`src/rtl/uart_pkg.sv`:
```
// Shared types and constants for the UART responder.
// Optional macro UART_PARITY_EN adds an even-parity bit and the matching
// TX_PARITY / RX_PARITY states.
package uart_pkg;

  localparam int UART_BITS            = 8;
  localparam int CLKS_PER_BIT_DEFAULT = 868;

  typedef enum logic [1:0] {
    REQ_IDLE,
    REQ_RX_WAIT,
    REQ_TX_BUSY
  } req_state_t;

  typedef enum logic [2:0] {
    TX_IDLE,
    TX_START,
    TX_DATA,
`ifdef UART_PARITY_EN
    TX_PARITY,
`endif
    TX_STOP
  } tx_state_t;

  typedef enum logic [2:0] {
    RX_IDLE,
    RX_START,
    RX_DATA,
`ifdef UART_PARITY_EN
    RX_PARITY,
`endif
    RX_STOP
  } rx_state_t;

endpackage

```
`src/rtl/uart_responder_if.sv`:
```
// Request/response handshake between the memory proxy (master) and the
// UART responder (slave).
interface uart_responder_if;
  import uart_pkg::*;

  logic                 ready;
  logic                 t_valid;
  logic [UART_BITS-1:0] t_data;
  logic                 r_valid;
  logic [UART_BITS-1:0] r_data;
  logic                 tx_done;
  logic                 rx_done;

  modport master (
    input  ready, r_data, tx_done, rx_done,
    output t_valid, t_data, r_valid
  );

  modport slave (
    output ready, r_data, tx_done, rx_done,
    input  t_valid, t_data, r_valid
  );
endinterface

```
`src/rtl/uart_rx_fifo.sv`:
```
// Circular receive FIFO with combinational head and sticky overrun flag.
// Full/empty use one extra pointer bit. A write while full is accepted
// only if a pop frees a slot in the same cycle; otherwise it is dropped.
module uart_rx_fifo
  import uart_pkg::*;
#(
  parameter int FIFO_AW = 4
) (
  input  logic                 clk,
  input  logic                 rstn,
  input  logic                 wr_en,
  input  logic [UART_BITS-1:0] wr_data,
  input  logic                 rd_en,
  output logic [UART_BITS-1:0] rd_data,
  output logic                 empty,
  output logic                 full,
  output logic                 overrun
);
  localparam int DEPTH = 2 ** FIFO_AW;

  logic [UART_BITS-1:0] mem [DEPTH];
  logic [FIFO_AW:0]     wptr, rptr;
  logic                 do_wr, do_rd;

  assign empty   = (wptr == rptr);
  assign full    = (wptr[FIFO_AW] != rptr[FIFO_AW]) &&
                   (wptr[FIFO_AW-1:0] == rptr[FIFO_AW-1:0]);
  assign do_rd   = rd_en && !empty;
  assign do_wr   = wr_en && (!full || do_rd);
  assign rd_data = mem[rptr[FIFO_AW-1:0]];

  // Storage array, written at the tail
  always_ff @(posedge clk) begin
    if (do_wr) mem[wptr[FIFO_AW-1:0]] <= wr_data;
  end

  // Pointers and sticky overrun
  always_ff @(posedge clk or negedge rstn) begin
    if (!rstn) begin
      wptr    <= '0;
      rptr    <= '0;
      overrun <= 1'b0;
    end else begin
      if (do_wr) wptr <= wptr + 1'b1;
      if (do_rd) rptr <= rptr + 1'b1;
      if (wr_en && !do_wr) overrun <= 1'b1;
    end
  end
endmodule

```
`src/rtl/uart_responder.sv`:
```
// UART responder: serialises request bytes on txd, deserialises rxd into
// a FIFO and hands bytes back on request. Optional macro UART_PARITY_EN
// switches both directions from 8N1 to 8E1.
//
// state        | meaning
// REQ_IDLE     | ready high, accepting a transmit or receive request
// REQ_RX_WAIT  | receive request pending on an empty FIFO
// REQ_TX_BUSY  | frame being transmitted, tx_done follows the stop bit
// TX_START     | driving start bit
// TX_DATA      | driving data bits, LSB first
// TX_PARITY    | driving even parity (UART_PARITY_EN only)
// TX_STOP      | driving stop bit
// RX_START     | waiting for start-bit midpoint to reject glitches
// RX_DATA      | sampling data bits at bit centres
// RX_PARITY    | sampling parity (UART_PARITY_EN only)
// RX_STOP      | sampling stop bit, write FIFO if high
module uart_responder
  import uart_pkg::*;
#(
  parameter int CLKS_PER_BIT = CLKS_PER_BIT_DEFAULT,
  parameter int FIFO_AW      = 4
) (
  input  logic            clk,
  input  logic            rstn,
  uart_responder_if.slave bus,
  output logic            txd,
  input  logic            rxd,
  output logic            rx_overrun
);
  localparam int                CNT_W    = $clog2(CLKS_PER_BIT);
  localparam int                IDX_W    = $clog2(UART_BITS);
  localparam logic [CNT_W-1:0]  CNT_FULL = CNT_W'(CLKS_PER_BIT - 1);
  localparam logic [CNT_W-1:0]  CNT_HALF = CNT_W'(CLKS_PER_BIT / 2 - 1);
  localparam logic [IDX_W-1:0]  IDX_LAST = IDX_W'(UART_BITS - 1);

  req_state_t           req_state, req_next;
  logic                 accept_tx, accept_rx, deliver, ready_d;
  logic [UART_BITS-1:0] deliver_data;

  tx_state_t            tx_state, tx_next;
  logic [CNT_W-1:0]     tx_cnt;
  logic [IDX_W-1:0]     tx_idx;
  logic [UART_BITS-1:0] tx_byte;
  logic                 tx_tc, tx_finish;

  rx_state_t            rx_state, rx_next;
  logic [CNT_W-1:0]     rx_cnt;
  logic [IDX_W-1:0]     rx_idx;
  logic [UART_BITS-1:0] rx_shift;
  logic                 rx_tc, rx_fall, rx_wr;
  logic                 rxd_s1, rxd_s2, rxd_s3;
`ifdef UART_PARITY_EN
  logic                 rx_par_err;
`endif

  logic                 fifo_wr, fifo_pop, fifo_empty;
  logic [UART_BITS-1:0] fifo_rd_data;

  // Transmit takes priority when both requests arrive together
  assign accept_tx = bus.ready && bus.t_valid;
  assign accept_rx = bus.ready && bus.r_valid && !bus.t_valid;

  // Request state and registered handshake outputs
  always_ff @(posedge clk or negedge rstn) begin
    if (!rstn) begin
      req_state   <= REQ_IDLE;
      bus.ready   <= 1'b0;
      bus.tx_done <= 1'b0;
      bus.rx_done <= 1'b0;
      bus.r_data  <= '0;
    end else begin
      req_state   <= req_next;
      bus.ready   <= ready_d;
      bus.tx_done <= tx_finish;
      bus.rx_done <= deliver;
      if (deliver) bus.r_data <= deliver_data;
    end
  end

  // Request next-state
  always_comb begin
    req_next = req_state;
    case (req_state)
      REQ_IDLE: begin
        if (accept_tx)                     req_next = REQ_TX_BUSY;
        else if (accept_rx && fifo_empty)  req_next = REQ_RX_WAIT;
      end
      REQ_RX_WAIT: if (deliver)   req_next = REQ_IDLE;
      REQ_TX_BUSY: if (tx_finish) req_next = REQ_IDLE;
      default:                    req_next = REQ_IDLE;
    endcase
  end

  // Request outputs: pop/deliver, and bypass the FIFO for a waiting reader
  always_comb begin
    fifo_pop     = 1'b0;
    deliver      = 1'b0;
    deliver_data = fifo_rd_data;
    fifo_wr      = rx_wr;
    if (req_state == REQ_IDLE && accept_rx && !fifo_empty) fifo_pop = 1'b1;
    if (req_state == REQ_RX_WAIT) begin
      if (!fifo_empty) begin
        fifo_pop = 1'b1;
      end else if (rx_wr) begin
        deliver      = 1'b1;
        deliver_data = rx_shift;
        fifo_wr      = 1'b0;
      end
    end
    if (fifo_pop) deliver = 1'b1;
    ready_d = !deliver &&
              ((req_state == REQ_IDLE && !accept_tx && !(accept_rx && fifo_empty)) ||
               (req_state == REQ_TX_BUSY && tx_finish));
  end

  assign tx_tc     = (tx_cnt == '0);
  assign tx_finish = (tx_state == TX_STOP) && tx_tc;

  // TX state, bit down-counter, bit index and byte latch
  always_ff @(posedge clk or negedge rstn) begin
    if (!rstn) begin
      tx_state <= TX_IDLE;
      tx_cnt   <= CNT_FULL;
      tx_idx   <= '0;
      tx_byte  <= '0;
    end else begin
      tx_state <= tx_next;
      if (tx_state == TX_IDLE || tx_tc) tx_cnt <= CNT_FULL;
      else                              tx_cnt <= tx_cnt - 1'b1;
      if (tx_state != TX_DATA) tx_idx <= '0;
      else if (tx_tc)          tx_idx <= tx_idx + 1'b1;
      if (accept_tx) tx_byte <= bus.t_data;
    end
  end

  // TX next-state
  always_comb begin
    tx_next = tx_state;
    case (tx_state)
      TX_IDLE:  if (accept_tx) tx_next = TX_START;
      TX_START: if (tx_tc)     tx_next = TX_DATA;
`ifdef UART_PARITY_EN
      TX_DATA:   if (tx_tc && tx_idx == IDX_LAST) tx_next = TX_PARITY;
      TX_PARITY: if (tx_tc) tx_next = TX_STOP;
`else
      TX_DATA:   if (tx_tc && tx_idx == IDX_LAST) tx_next = TX_STOP;
`endif
      TX_STOP:  if (tx_tc)     tx_next = TX_IDLE;
      default:                 tx_next = TX_IDLE;
    endcase
  end

  // TX line level decoded from state; idle and stop are high
  always_comb begin
    txd = 1'b1;
    case (tx_state)
      TX_START:  txd = 1'b0;
      TX_DATA:   txd = tx_byte[tx_idx];
`ifdef UART_PARITY_EN
      TX_PARITY: txd = ^tx_byte;
`endif
      default:   txd = 1'b1;
    endcase
  end

  // rxd synchroniser plus one history flop for falling-edge detect
  always_ff @(posedge clk or negedge rstn) begin
    if (!rstn) {rxd_s3, rxd_s2, rxd_s1} <= 3'b111;
    else       {rxd_s3, rxd_s2, rxd_s1} <= {rxd_s2, rxd_s1, rxd};
  end

  assign rx_fall = rxd_s3 && !rxd_s2;
  assign rx_tc   = (rx_cnt == '0);

  // RX state, bit down-counter, bit index and shift register
  always_ff @(posedge clk or negedge rstn) begin
    if (!rstn) begin
      rx_state <= RX_IDLE;
      rx_cnt   <= CNT_HALF;
      rx_idx   <= '0;
      rx_shift <= '0;
`ifdef UART_PARITY_EN
      rx_par_err <= 1'b0;
`endif
    end else begin
      rx_state <= rx_next;
      if (rx_state == RX_IDLE) rx_cnt <= CNT_HALF;
      else if (rx_tc)          rx_cnt <= CNT_FULL;
      else                     rx_cnt <= rx_cnt - 1'b1;
      if (rx_state == RX_IDLE)               rx_idx <= '0;
      else if (rx_state == RX_DATA && rx_tc) rx_idx <= rx_idx + 1'b1;
      if (rx_state == RX_DATA && rx_tc) rx_shift <= {rxd_s2, rx_shift[UART_BITS-1:1]};
`ifdef UART_PARITY_EN
      if (rx_state == RX_PARITY && rx_tc) rx_par_err <= rxd_s2 ^ (^rx_shift);
`endif
    end
  end

  // RX next-state; a high line at the start midpoint is a glitch
  always_comb begin
    rx_next = rx_state;
    case (rx_state)
      RX_IDLE:  if (rx_fall) rx_next = RX_START;
      RX_START: if (rx_tc)   rx_next = rxd_s2 ? RX_IDLE : RX_DATA;
`ifdef UART_PARITY_EN
      RX_DATA:   if (rx_tc && rx_idx == IDX_LAST) rx_next = RX_PARITY;
      RX_PARITY: if (rx_tc) rx_next = RX_STOP;
`else
      RX_DATA:   if (rx_tc && rx_idx == IDX_LAST) rx_next = RX_STOP;
`endif
      RX_STOP:  if (rx_tc)   rx_next = RX_IDLE;
      default:               rx_next = RX_IDLE;
    endcase
  end

  // RX output: write only frames with a valid stop (and parity)
  always_comb begin
    rx_wr = (rx_state == RX_STOP) && rx_tc && rxd_s2;
`ifdef UART_PARITY_EN
    if (rx_par_err) rx_wr = 1'b0;
`endif
  end

  uart_rx_fifo #(.FIFO_AW(FIFO_AW)) u_fifo (
    .clk     (clk),
    .rstn    (rstn),
    .wr_en   (fifo_wr),
    .wr_data (rx_shift),
    .rd_en   (fifo_pop),
    .rd_data (fifo_rd_data),
    .empty   (fifo_empty),
    .full    (),
    .overrun (rx_overrun)
  );
endmodule

```
`src/flat_wrapper.sv`:
```
// flat-port wrapper written by rule: the top's interface ports become plain ports
module uart_responder_flat import uart_pkg::*;
#(
  parameter int CLKS_PER_BIT = CLKS_PER_BIT_DEFAULT,
  parameter int FIFO_AW      = 4
)
  (clk, rstn, txd, rxd, rx_overrun, bus_ready, bus_r_data, bus_tx_done, bus_rx_done, bus_t_valid, bus_t_data, bus_r_valid);
  uart_responder_if bus_i ();
  input  logic clk;
  input  logic rstn;
  output logic txd;
  input  logic rxd;
  output logic rx_overrun;
  output wire logic [$bits(bus_i.ready)-1:0] bus_ready;
  output wire logic [$bits(bus_i.r_data)-1:0] bus_r_data;
  output wire logic [$bits(bus_i.tx_done)-1:0] bus_tx_done;
  output wire logic [$bits(bus_i.rx_done)-1:0] bus_rx_done;
  input wire logic [$bits(bus_i.t_valid)-1:0] bus_t_valid;
  input wire logic [$bits(bus_i.t_data)-1:0] bus_t_data;
  input wire logic [$bits(bus_i.r_valid)-1:0] bus_r_valid;
  assign bus_ready = bus_i.ready;
  assign bus_r_data = bus_i.r_data;
  assign bus_tx_done = bus_i.tx_done;
  assign bus_rx_done = bus_i.rx_done;
  assign bus_i.t_valid = bus_t_valid;
  assign bus_i.t_data = bus_t_data;
  assign bus_i.r_valid = bus_r_valid;
  uart_responder #(.CLKS_PER_BIT(CLKS_PER_BIT), .FIFO_AW(FIFO_AW)) u_core (.clk(clk), .rstn(rstn), .bus(bus_i), .txd(txd), .rxd(rxd), .rx_overrun(rx_overrun));
endmodule
```
`config.mk`:
```
export PLATFORM = sky130hd
export DESIGN_NAME = uart_responder_flat
export DESIGN_NICKNAME = d
export VERILOG_FILES = /design/src/rtl/uart_pkg.sv /design/src/rtl/uart_responder_if.sv /design/src/rtl/uart_rx_fifo.sv /design/src/rtl/uart_responder.sv /design/src/flat_wrapper.sv
export SDC_FILE = /design/constraint.sdc
export NUM_CORES = 1
export LEC_CHECK = 0
export CORE_MARGIN = 4
export CORE_UTILIZATION = 44
export DETAILED_ROUTE_END_ITERATION = 8
export DONT_BUFFER_PORTS = 1
export SYNTH_ARGS = -nofsm -noshare
export SYNTH_HDL_FRONTEND = slang
export SYNTH_SLANG_ARGS = --single-unit
export TNS_END_PERCENT = 5
```
`constraint.sdc`:
```
create_clock -name clk -period 4.1 [get_ports clk]
set_clock_uncertainty 0.05 [all_clocks]
set_input_delay 1.23 -clock clk [delete_from_list [all_inputs] [get_ports clk]]
set_output_delay 1.23 -clock clk [all_outputs]
set_load 0.01 [all_outputs]
```
==> key figures <==
Status
  • Status: completed

Clock tree
  • Post-CTS Setup Bufs: 0
  • CTS tree: done
  • Cts bufs inserted: 22
  • Clock slew at reported path FFs: 0.06 ns
  • Clock tree root driver cell: clkbuf_16
  • CTS resizes: 0
  • H-tree depth: 1
  • Clk sinks: 201
  • Hold buffers post-CTS: 0
  • Clock tree buffer depth: 3
  • Clk_lat worst skew: 0.50 ns

Power
  • Comb pwr share: 14.5%
  • Reg power frac: 43.8%
  • PD cells: 606 nW/um^2
  • Psw: approximately 1.4 mW
  • LEAKAGE: 3.69 nW
  • Clock Power Share: a little over two fifths
  • Maximum vdd drop: 340 uV
  • Switching share of total power: 24.3%
  • Pint: between 4 and 5 mW

Worst setup path
  • CP max stage cell: nor4b_1
  • Max incr delay on CP: 0.73 ns
  • Crit path to: u_core.u_fifo.mem[8][6]
  • Req. time, crit path: 4.21 ns
  • Worst setup path class: reg2reg
  • Critical-path maximum fanout: 8
  • Reg2Reg Depth: 7
  • Crit path launch type: flop
  • Critical Path Source: u_core.rx_cnt[1]
  • Crit-path cells: inv_1, ha_1, or4b_1, or2_2, or3_1, nor4b_1, and2_1
  • Reg2Reg Setup Slack: 0.69 ns
  • Crit end category: flop
  • Arrival time of the worst setup path: approximately 3.5 ns
  • FF-to-FF Start: u_core.rx_cnt[1]
  • Crit Reg-Reg Endpoint: u_core.u_fifo.mem[8][6]

Timing
  • Slew Viols, Final: 0
  • # setup viols final: 0
  • Worst-margin pin slew: 0.881 ns
  • Setup TNS: 0 ns
  • Achievable frequency: 293 MHz
  • Rel. slew slack: 40.9%
  • Tmin final: 3.41 ns
  • Final period utilization: 83.1%
  • RSZ-0062 raised after global routing: no
  • Final worst slack: roughly 0.69 ns
  • Final Hold Violating Endpoints: 0

Layout
  • ANT cells: 0
  • Fin util: 50.6%
  • Fillers: 1475
  • Nets: 546
  • Area of the multi-input gates: 2520 sq um
  • Post-Layout Inst Area: 9460 sq um
  • Layout cell share with drive strength beyond 1: 21.1%
  • FF+latch area: 5690 sq um
  • Area grow syn2layout: 13.4%

Die
  • Ports: 26
  • Die ar.: 21200 sq um
  • Die Ht: 146 um
  • Rows: 50
  • Die W: 146 um
  • Core area: 18700 sq um
  • Initial Util: 44.6%

Routing
  • Drt pass-1 iters: 4
  • Via Count: 4404
  • Remaining antenna violation count after routing: 0
  • DRT iter0 DRCs: around 230
  • Vias per inst: 5.75
  • Final WL: approximately 17 mm
  • Average wire per standard cell: between 20 and 25 um
  • Drt drc: 0

Yosys
  • Syn_nets: 540
  • Main flop type after synthesis: edfxtp_1
  • Async SR Flop Fraction: 36.3%
  • Mapped cell area: 8340 sq um
  • Synth cell types: 51
  • Post-synth EDFFs: between 100 and 150
  • Mean post-synth cell area: 16.4 sq um
  • Number of synthesized register bits: approximately 200
  • Synth Instances: 510
  • Post-synthesis sequential area ratio: 68.2%
  • Syn. warnings: 0

Run
  • Maxcap violations: 0

Placement
  • Area of placed instances: 8560 sq um
  • Setup Slack @ Placement: 0.646 ns
  • DP HPWL: 10.9 mm
  • Port Buffers: 0
  • Routability cong.: 0.777

Global routing
  • Initial antenna violation count: 0
  • Tot GR Track Use: 16.1%
  • Largest net degree at the start of global routing: 74
  • First-pass GRT wire length: around 27 mm
  • Total global routing overflow: 0
  • Vias in the first global route: 4521

Min path
  • HP Class: reg2reg
-- area by class of cell --
cell class                      instances  area share [%]
Sequential cell                       201            60.2
Multi-Input combinational cell        277            26.7
Clock buffer                           25            6.16
Clock inverter                         15            3.29
Tap cell                              234            3.10
Inverter                               12           0.476
Timing Repair Buffer                    2           0.159
-- cells in the mapped netlist (2+ instances only) --
master    number  share of area, %
a221o_1        8              0.96
nor2_1        21              0.95
mux2_2        19               2.6
buf_1          7              0.32
nor3b_2        2              0.30
a21boi_0       3              0.27
xor2_1        11               1.2
xnor2_1       16               1.7
nand3_1        7              0.42
ha_1          17               2.5
or3_1          4              0.30
and2_1        10              0.75
or4_1          2              0.18
and3_1         4              0.30
a22oi_1       16               1.4
nor3b_1        2              0.18
buf_2          4              0.24
nor4_1         4              0.30
and3b_1        4              0.42
clkbuf_1       8              0.36
a21oi_1       16              0.96
nand2b_1       2              0.15
dfstp_2       14               4.4
mux2i_1        3              0.36
a211oi_1       3              0.27
nand2_1       31               1.4
dfrtp_1       59                18
edfxtp_1     128                46
or2_2          2              0.15
nor2b_1        3              0.23
o21ai_0        6              0.36
nand4_1        3              0.23
nor4b_1        2              0.21
nand3b_1       3              0.27
nor3_1         6              0.36
mux4_2        34               9.2
inv_1         12              0.54
-- placed cells by master, fill, tap and decap left out, types with 17 or more instances in the layout --
| cell type | synthesis | routed |
|---|---|---|
| mux2_2 | 19 | 19 |
| nand2_1 | 31 | 31 |
| dfrtp_1 | 59 | 58 |
| edfxtp_1 | 128 | 128 |
| mux4_2 | 34 | 34 |
| ha_1 | 17 | 17 |
| clkbuf_16 | 0 | 23 |
| nor2_1 | 21 | 21 |
-- per-stage QoR --
| step | hold slack (ns) | power [mW] | instances |
|---|---|---|---|
| global route | 0.330 | 5.99 | 766 |
| detailed placement | 0.299 | 3.39 | 726 |
| floorplan | 0.295 | 3.21 | 510 |
| CTS | 0.317 | 5.79 | 766 |
| global placement | 0.297 | 3.35 | 726 |
| finish | 0.318 | 5.73 | 766 |
-- worst max-delay path: cells and delay by family, from the launching register on --
| family | cells | cell delay (ns) |
|---|---|---|
| AND/OR/NAND/NOR | 5 | 2.42 |
| buffers and inverters | 1 | 0.09 |
| flip-flops | 1 | 0.38 |
| adder cells (fa/ha/maj) | 1 | 0.15 |
-- power groups by stage --
stage	Sequential (mW)	Combinational [mW]	Clock, mW
floorplan	2.49	0.717	0
global placement	2.54	0.808	0
detailed placement	2.55	0.843	0
CTS	2.51	0.842	2.43
global route	2.53	0.923	2.54
finish	2.51	0.829	2.39
-- cell families after synthesis --
logic type,Yosys count,synth area share [%]
adder cells (fa/ha/maj),17,2.55
XOR/XNOR,27,2.83
multiplexers,56,12.1
flip-flops,201,68.2
buffers and inverters,32,1.59
AO/OA/AOI/OAI,59,4.90
AND/OR/NAND/NOR,118,7.83
-- worst min path at each step --
stage                        from  depth (start not counted)             to
floorplan           u_core.rxd_s1                          0  u_core.rxd_s2
global placement    u_core.rxd_s1                          0  u_core.rxd_s2
detailed placement  u_core.rxd_s1                          0  u_core.rxd_s2
CTS                 u_core.rxd_s1                          0  u_core.rxd_s2
global route        u_core.rxd_s1                          0  u_core.rxd_s2
finish              u_core.rxd_s1                          0  u_core.rxd_s2
-- flip-flops by register name (all words and copies together) (netlist names), 3 cells and up --
name	cells
u_core.u_fifo.mem	128
u_core.tx_cnt	10
u_core.rx_shift	8
u_core.tx_idx	3
u_core.tx_byte	8
u_core.rx_cnt	10
u_core.bus.r_data	8
u_core.rx_idx	3
u_core.u_fifo.rptr	5
u_core.u_fifo.wptr	5
-- routing by layer --
layer	vias to the layer above	GRT usage, %	share of wire, %
met5	-	0	0
li1	1982	-	-
met2	126	24.3	46
met4	0	4.70	2.6
met1	2266	23.8	46
met3	30	3.24	5.6
Power figures use the tool's default switching activity.
